<file path="config.mk">
export PLATFORM = sky130hd
export DESIGN_NAME = reg_write_arbiter
export DESIGN_NICKNAME = d
export VERILOG_FILES = /design/src/rtl/reg_write_arbiter.sv
export SDC_FILE = /design/constraint.sdc
export NUM_CORES = 1
export LEC_CHECK = 0
export ABC_AREA = 1
export CORE_UTILIZATION = 37
export DETAILED_ROUTE_END_ITERATION = 10
export PLACE_DENSITY = 0.77
export SYNTH_ARGS = -nofsm -noshare
export SYNTH_HDL_FRONTEND = slang
export SYNTH_SLANG_ARGS = --single-unit
</file>
<file path="constraint.sdc">
create_clock -name clk -period 1.1 [get_ports clk]
set_input_delay 0.275 -clock clk [delete_from_list [all_inputs] [get_ports clk]]
set_output_delay 0.275 -clock clk [all_outputs]
set_load 0.005 [all_outputs]
</file>
<file path="src/rtl/reg_write_arbiter.sv">
// Two-requester register-file write arbiter (ALU writeback vs. memory load).
// Round-robin on ties, registered grant with a one-cycle ack, plus decode-stage hazard flags.
module reg_write_arbiter (
    input  logic        clk,
    input  logic        reset,
    input  logic        reqA,
    input  logic [4:0]  addrA,
    input  logic [31:0] dataA,
    output logic        ackA,
    input  logic        reqB,
    input  logic [4:0]  addrB,
    input  logic [31:0] dataB,
    output logic        ackB,
    output logic        regWrite,
    output logic [4:0]  writeRegister,
    output logic [31:0] writeData,
    input  logic [4:0]  readRegister1,
    input  logic [4:0]  readRegister2,
    output logic        hazard1,
    output logic        hazard2
);

    localparam logic GRANT_A = 1'b0;
    localparam logic GRANT_B = 1'b1;

    logic        last_grant_q, last_grant_d;
    logic        ack_a_q, ack_a_d;
    logic        ack_b_q, ack_b_d;
    logic        reg_write_q, reg_write_d;
    logic [4:0]  write_register_q, write_register_d;
    logic [31:0] write_data_q, write_data_d;

    logic elig_a, elig_b, grant_a, grant_b;

    // A requester sitting in its ack cycle is not eligible, so one request yields one grant.
    always_comb begin
        elig_a  = reqA & ~ack_a_q;
        elig_b  = reqB & ~ack_b_q;
        grant_a = elig_a & (~elig_b | (last_grant_q == GRANT_B));
        grant_b = elig_b & ~grant_a;

        last_grant_d     = last_grant_q;
        write_register_d = write_register_q;
        write_data_d     = write_data_q;
        ack_a_d          = grant_a;
        ack_b_d          = grant_b;
        reg_write_d      = 1'b0;

        if (grant_a) begin
            last_grant_d     = GRANT_A;
            write_register_d = addrA;
            write_data_d     = dataA;
            reg_write_d      = (addrA != 5'd0);
        end else if (grant_b) begin
            last_grant_d     = GRANT_B;
            write_register_d = addrB;
            write_data_d     = dataB;
            reg_write_d      = (addrB != 5'd0);
        end
    end

    // Reset wins over any grant on the same edge and cancels a write in flight.
    always_ff @(posedge clk) begin
        if (reset) begin
            last_grant_q     <= GRANT_B;
            ack_a_q          <= 1'b0;
            ack_b_q          <= 1'b0;
            reg_write_q      <= 1'b0;
            write_register_q <= 5'd0;
            write_data_q     <= 32'd0;
        end else begin
            last_grant_q     <= last_grant_d;
            ack_a_q          <= ack_a_d;
            ack_b_q          <= ack_b_d;
            reg_write_q      <= reg_write_d;
            write_register_q <= write_register_d;
            write_data_q     <= write_data_d;
        end
    end

    assign ackA          = ack_a_q;
    assign ackB          = ack_b_q;
    assign regWrite      = reg_write_q;
    assign writeRegister = write_register_q;
    assign writeData     = write_data_q;

    assign hazard1 = (readRegister1 != 5'd0) &&
                     ((reqA && (addrA == readRegister1)) ||
                      (reqB && (addrB == readRegister1)) ||
                      (reg_write_q && (write_register_q == readRegister1)));

    assign hazard2 = (readRegister2 != 5'd0) &&
                     ((reqA && (addrA == readRegister2)) ||
                      (reqB && (addrB == readRegister2)) ||
                      (reg_write_q && (write_register_q == readRegister2)));

endmodule

</file>
==> metrics.txt <==
# TYPE chip_impl_metric gauge
chip_impl_metric{name="dp_hpwl",unit="mm"} 6.81
chip_impl_metric{name="first_global_vias",unit=""} 3776
chip_impl_info{name="yosys.area.top_type",value="sky130_fd_sc_hd__dfxtp_1"} 1
chip_impl_metric{name="row_count",unit=""} 30
chip_impl_metric{name="utilization",unit="%"} 86.3
chip_impl_metric{name="post_drt_via_cell_ratio",unit=""} 5.51
chip_impl_metric{name="synth-seq-cells",unit=""} 41
chip_impl_metric{name="routabilityCongestion",unit=""} 0.935
chip_impl_metric{name="postLayoutSetupSlackWorst",unit="ps"} -609
chip_impl_metric{name="synth_nets",unit=""} 530
chip_impl_info{name="mostFrequentLayoutCell",value="sky130_fd_sc_hd__nand2_1"} 1
chip_impl_metric{name="die_h",unit="um"} 86.4
chip_impl_metric{name="design.die.area",unit="um^2"} 7460
chip_impl_info{name="rsz0062_at_grt",value="true"} 1
chip_impl_metric{name="critical_path_required",unit="ps"} 820
chip_impl_metric{name="maxCapViolCount",unit=""} 0
chip_impl_metric{name="final-hold-violation-count",unit=""} 0
chip_impl_metric{name="area_growth",unit="%"} 124
chip_impl_metric{name="slew-limit-headroom",unit="%"} 78.3
chip_impl_metric{name="globalRouteOverflowTotal",unit=""} 0
chip_impl_info{name="ctsRootBufferMaster",value="sky130_fd_sc_hd__clkbuf_8"} 1
chip_impl_metric{name="period_share",unit="%"} 155
chip_impl_metric{name="final_layout_size_suffix_gt1_share",unit="%"} 57.1
chip_impl_metric{name="wl_per_cell",unit="um"} 20.6
chip_impl_metric{name="total_cts_buffers",unit=""} 5
chip_impl_metric{name="setup_viol_count_final",unit=""} 49
chip_impl_metric{name="power.ir.vdd_worst",unit="mV"} 1.11
chip_impl_metric{name="clock-skew-final",unit="ps"} 10.1
chip_impl_metric{name="syn_inst",unit=""} 442
chip_impl_metric{name="average_footprint_of_a_synthesized_cell",unit="um^2"} 5.96
chip_impl_metric{name="worstMarginPinSlew",unit="ps"} 326
chip_impl_info{name="tritoncts",value="built"} 1
chip_impl_info{name="violated_checks",value="negative setup slack"} 1
chip_impl_info{name="status",value="finished, violations left"} 1
chip_impl_info{name="top_post_synthesis_cells_by_area",value="sky130_fd_sc_hd__dfxtp_1, sky130_fd_sc_hd__nand2_1, sky130_fd_sc_hd__nand3_1"} 1
chip_impl_metric{name="grtUsageTotal",unit="%"} 32.2
chip_impl_info{name="min-delay-path-class",value="in2reg"} 1
chip_impl_info{name="timing.setup.critical_path_class",value="reg2out"} 1
chip_impl_metric{name="drtPass1Iterations",unit=""} 5
chip_impl_metric{name="die_w",unit="um"} 86.4
chip_impl_metric{name="grt_first_pass_wirelength",unit="mm"} 18.4
chip_impl_metric{name="post_synth_top_area_share",unit="%"} 31.1
chip_impl_info{name="layout.cells.most_common_list",value="sky130_fd_sc_hd__nand2_1, sky130_fd_sc_hd__nand3_2, sky130_fd_sc_hd__clkdlybuf4s50_1"} 1
chip_impl_metric{name="clock_latency_reported_for_the_late_side_of_the_worst_skew_pair",unit="ps"} 300
chip_impl_metric{name="final_cell_count_no_fill",unit=""} 748
chip_impl_metric{name="syn-cell-area",unit="um^2"} 2640
chip_impl_metric{name="synth_cell_types",unit=""} 24
chip_impl_info{name="category_of_the_worst_setup_path_capture_point",value="output port"} 1
chip_impl_metric{name="initialDrtViolationCount",unit=""} 284
chip_impl_metric{name="ant_nets",unit=""} 0
chip_impl_metric{name="h-tree-depth",unit=""} 2
chip_impl_metric{name="power.density_cell_area",unit="nW/um^2"} 978
chip_impl_metric{name="drcViolationCount",unit=""} 0
chip_impl_metric{name="cell_leakage_power",unit="nW"} 3.13
chip_impl_metric{name="insertedDiodeCount",unit=""} 0
chip_impl_metric{name="finalSetupTns",unit="ps"} -16640
chip_impl_metric{name="postCtsHoldBufs",unit=""} 0
chip_impl_metric{name="design.core.area",unit="um^2"} 6830
chip_impl_metric{name="synth_warnings",unit=""} 0
chip_impl_metric{name="synth.yosys.seq_area_share",unit="%"} 31.1
chip_impl_metric{name="clk_path_buf_depth",unit=""} 2
chip_impl_metric{name="largest_fanout_on_the_critical_path",unit=""} 4
chip_impl_metric{name="grt_max_degree",unit=""} 29
chip_impl_metric{name="total_power",unit="mW"} 5.76
chip_impl_metric{name="cts_num_sinks",unit=""} 41
chip_impl_metric{name="initial_util",unit="%"} 38.6
chip_impl_metric{name="clkSlewWorstSetupHoldPaths",unit="ps"} 80
chip_impl_metric{name="numPortBuffers",unit=""} 129
chip_impl_metric{name="nNetsFinal",unit=""} 740
chip_impl_info{name="cp-start-kind",value="register"} 1
chip_impl_metric{name="grt_antenna_before_repair",unit=""} 0
chip_impl_metric{name="whs",unit="ps"} 384
chip_impl_metric{name="period_minus_slack",unit="ps"} 1710
chip_impl_metric{name="drt_wl_total",unit="mm"} 15.4
chip_impl_metric{name="timing.critical_path.arrival",unit="ps"} 1430
chip_impl_metric{name="timing.fmax",unit="MHz"} 585
chip_impl_metric{name="total_count_of_max_transition_violations_in_the_final_report",unit=""} 0
chip_impl_metric{name="io_pins",unit=""} 130
chip_impl_metric{name="dp_cells",unit=""} 697
chip_impl_metric{name="routed-via-count",unit=""} 4124
repair_timing:
action,4_1_cts,5_1_grt
setup buffers,31,4
resized for setup,331,160
pin swaps,34,47
endpoints found under the setup margin,82,65
cloned,14,2
layout make-up:
| type | count | area (um^2) |
|---|---|---|
| Multi-Input combinational cell | 318 | 2250 |
| Timing Repair Buffer | 220 | 2250 |
| Fill cell | 324 | 937 |
| Sequential cell | 41 | 877 |
| Inverter | 65 | 275 |
| Tap cell | 96 | 120 |
| Clock buffer | 5 | 68.8 |
| Clock inverter | 2 | 35.0 |
| Timing Repair inverter | 1 | 16.3 |
per-stage QoR:
stage                     setup WS, ps  area [um^2]
final                             -609         5890
after CTS                         -558         5490
after global routing              -698         5890
after detailed placement         -1160         4440
after global placement           -1140         4440
after floorplan                  -26.4         2750
cells in the mapped netlist:
master                     count
sky130_fd_sc_hd__nand2_1     153
sky130_fd_sc_hd__nand3_1      79
sky130_fd_sc_hd__inv_1        62
sky130_fd_sc_hd__dfxtp_1      41
sky130_fd_sc_hd__nor2_1       25
sky130_fd_sc_hd__or2_2        23
sky130_fd_sc_hd__nand2_2      12
sky130_fd_sc_hd__buf_2        11
sky130_fd_sc_hd__or2_1         9
sky130_fd_sc_hd__o21ai_0       5
sky130_fd_sc_hd__clkbuf_2      3
sky130_fd_sc_hd__inv_2         3
sky130_fd_sc_hd__nor3_1        3
sky130_fd_sc_hd__nor2_4        2
sky130_fd_sc_hd__o22ai_1       2
sky130_fd_sc_hd__a21oi_1       1
sky130_fd_sc_hd__buf_12        1
sky130_fd_sc_hd__buf_4         1
sky130_fd_sc_hd__buf_8         1
sky130_fd_sc_hd__clkbuf_1      1
sky130_fd_sc_hd__nand2_4       1
sky130_fd_sc_hd__nand4_1       1
sky130_fd_sc_hd__nor3_2        1
sky130_fd_sc_hd__o211ai_1      1
sequential cells by signal, indices dropped and copies added (netlist names):
signal and count:
last_grant_q 1, ackA 1, writeData 32, writeRegister 5, regWrite 1, ackB 1
worst paths after layout:
kind                         start          endpoint  slack [ps]  cells after the start
setup / recovery  writeRegister[3]           hazard2        -610                      9
hold / removal            addrA[4]  writeRegister[4]         380                      3
setup reg to reg              ackB     writeData[12]        -510                     10
hold reg to reg      writeData[17]     writeData[17]         570                      3
kinds of logic (layout without fill, tap and decap cells):
| family | after synthesis | count (layout) | share of synthesized area [%] |
|---|---|---|---|
| and+or+nand+nor | 309 | 309 | 53.3 |
| buffers and inverters | 83 | 293 | 13.7 |
| AOI/OAI and AO/OA | 9 | 9 | 1.90 |
| DFF | 41 | 41 | 31.1 |
power breakdown:
part           switching, mW  leakage (nW)  internal, mW
logic                   1.34          2.72          1.44
registers              0.103         0.353          1.66
clock network          0.558        0.0540         0.661
total                   2.00          3.13          3.76
per-layer routing:
layer / vias up / GRT usage [%] / part of all wire [%] / wire [um]
li1: 1779 / - / - / -
met1: 1909 / 36.5 / 34 / 5220
met2: 310 / 57.1 / 50 / 7660
met3: 126 / 7.52 / 8.8 / 1350
met4: 0 / 15.3 / 7.6 / 1180
met5: - / 0 / 0 / 0
worst max-delay path, stage by stage (launching register included):
cell	delay (ps)
sky130_fd_sc_hd__dfxtp_2	370
sky130_fd_sc_hd__inv_1	100
sky130_fd_sc_hd__nand2_1	80
sky130_fd_sc_hd__nand2_1	70
sky130_fd_sc_hd__nor2_2	120
sky130_fd_sc_hd__nand3_2	120
sky130_fd_sc_hd__nand3_2	70
sky130_fd_sc_hd__nand2_1	50
sky130_fd_sc_hd__inv_1	60
sky130_fd_sc_hd__buf_2	110
(Power assumes the default switching activity.)
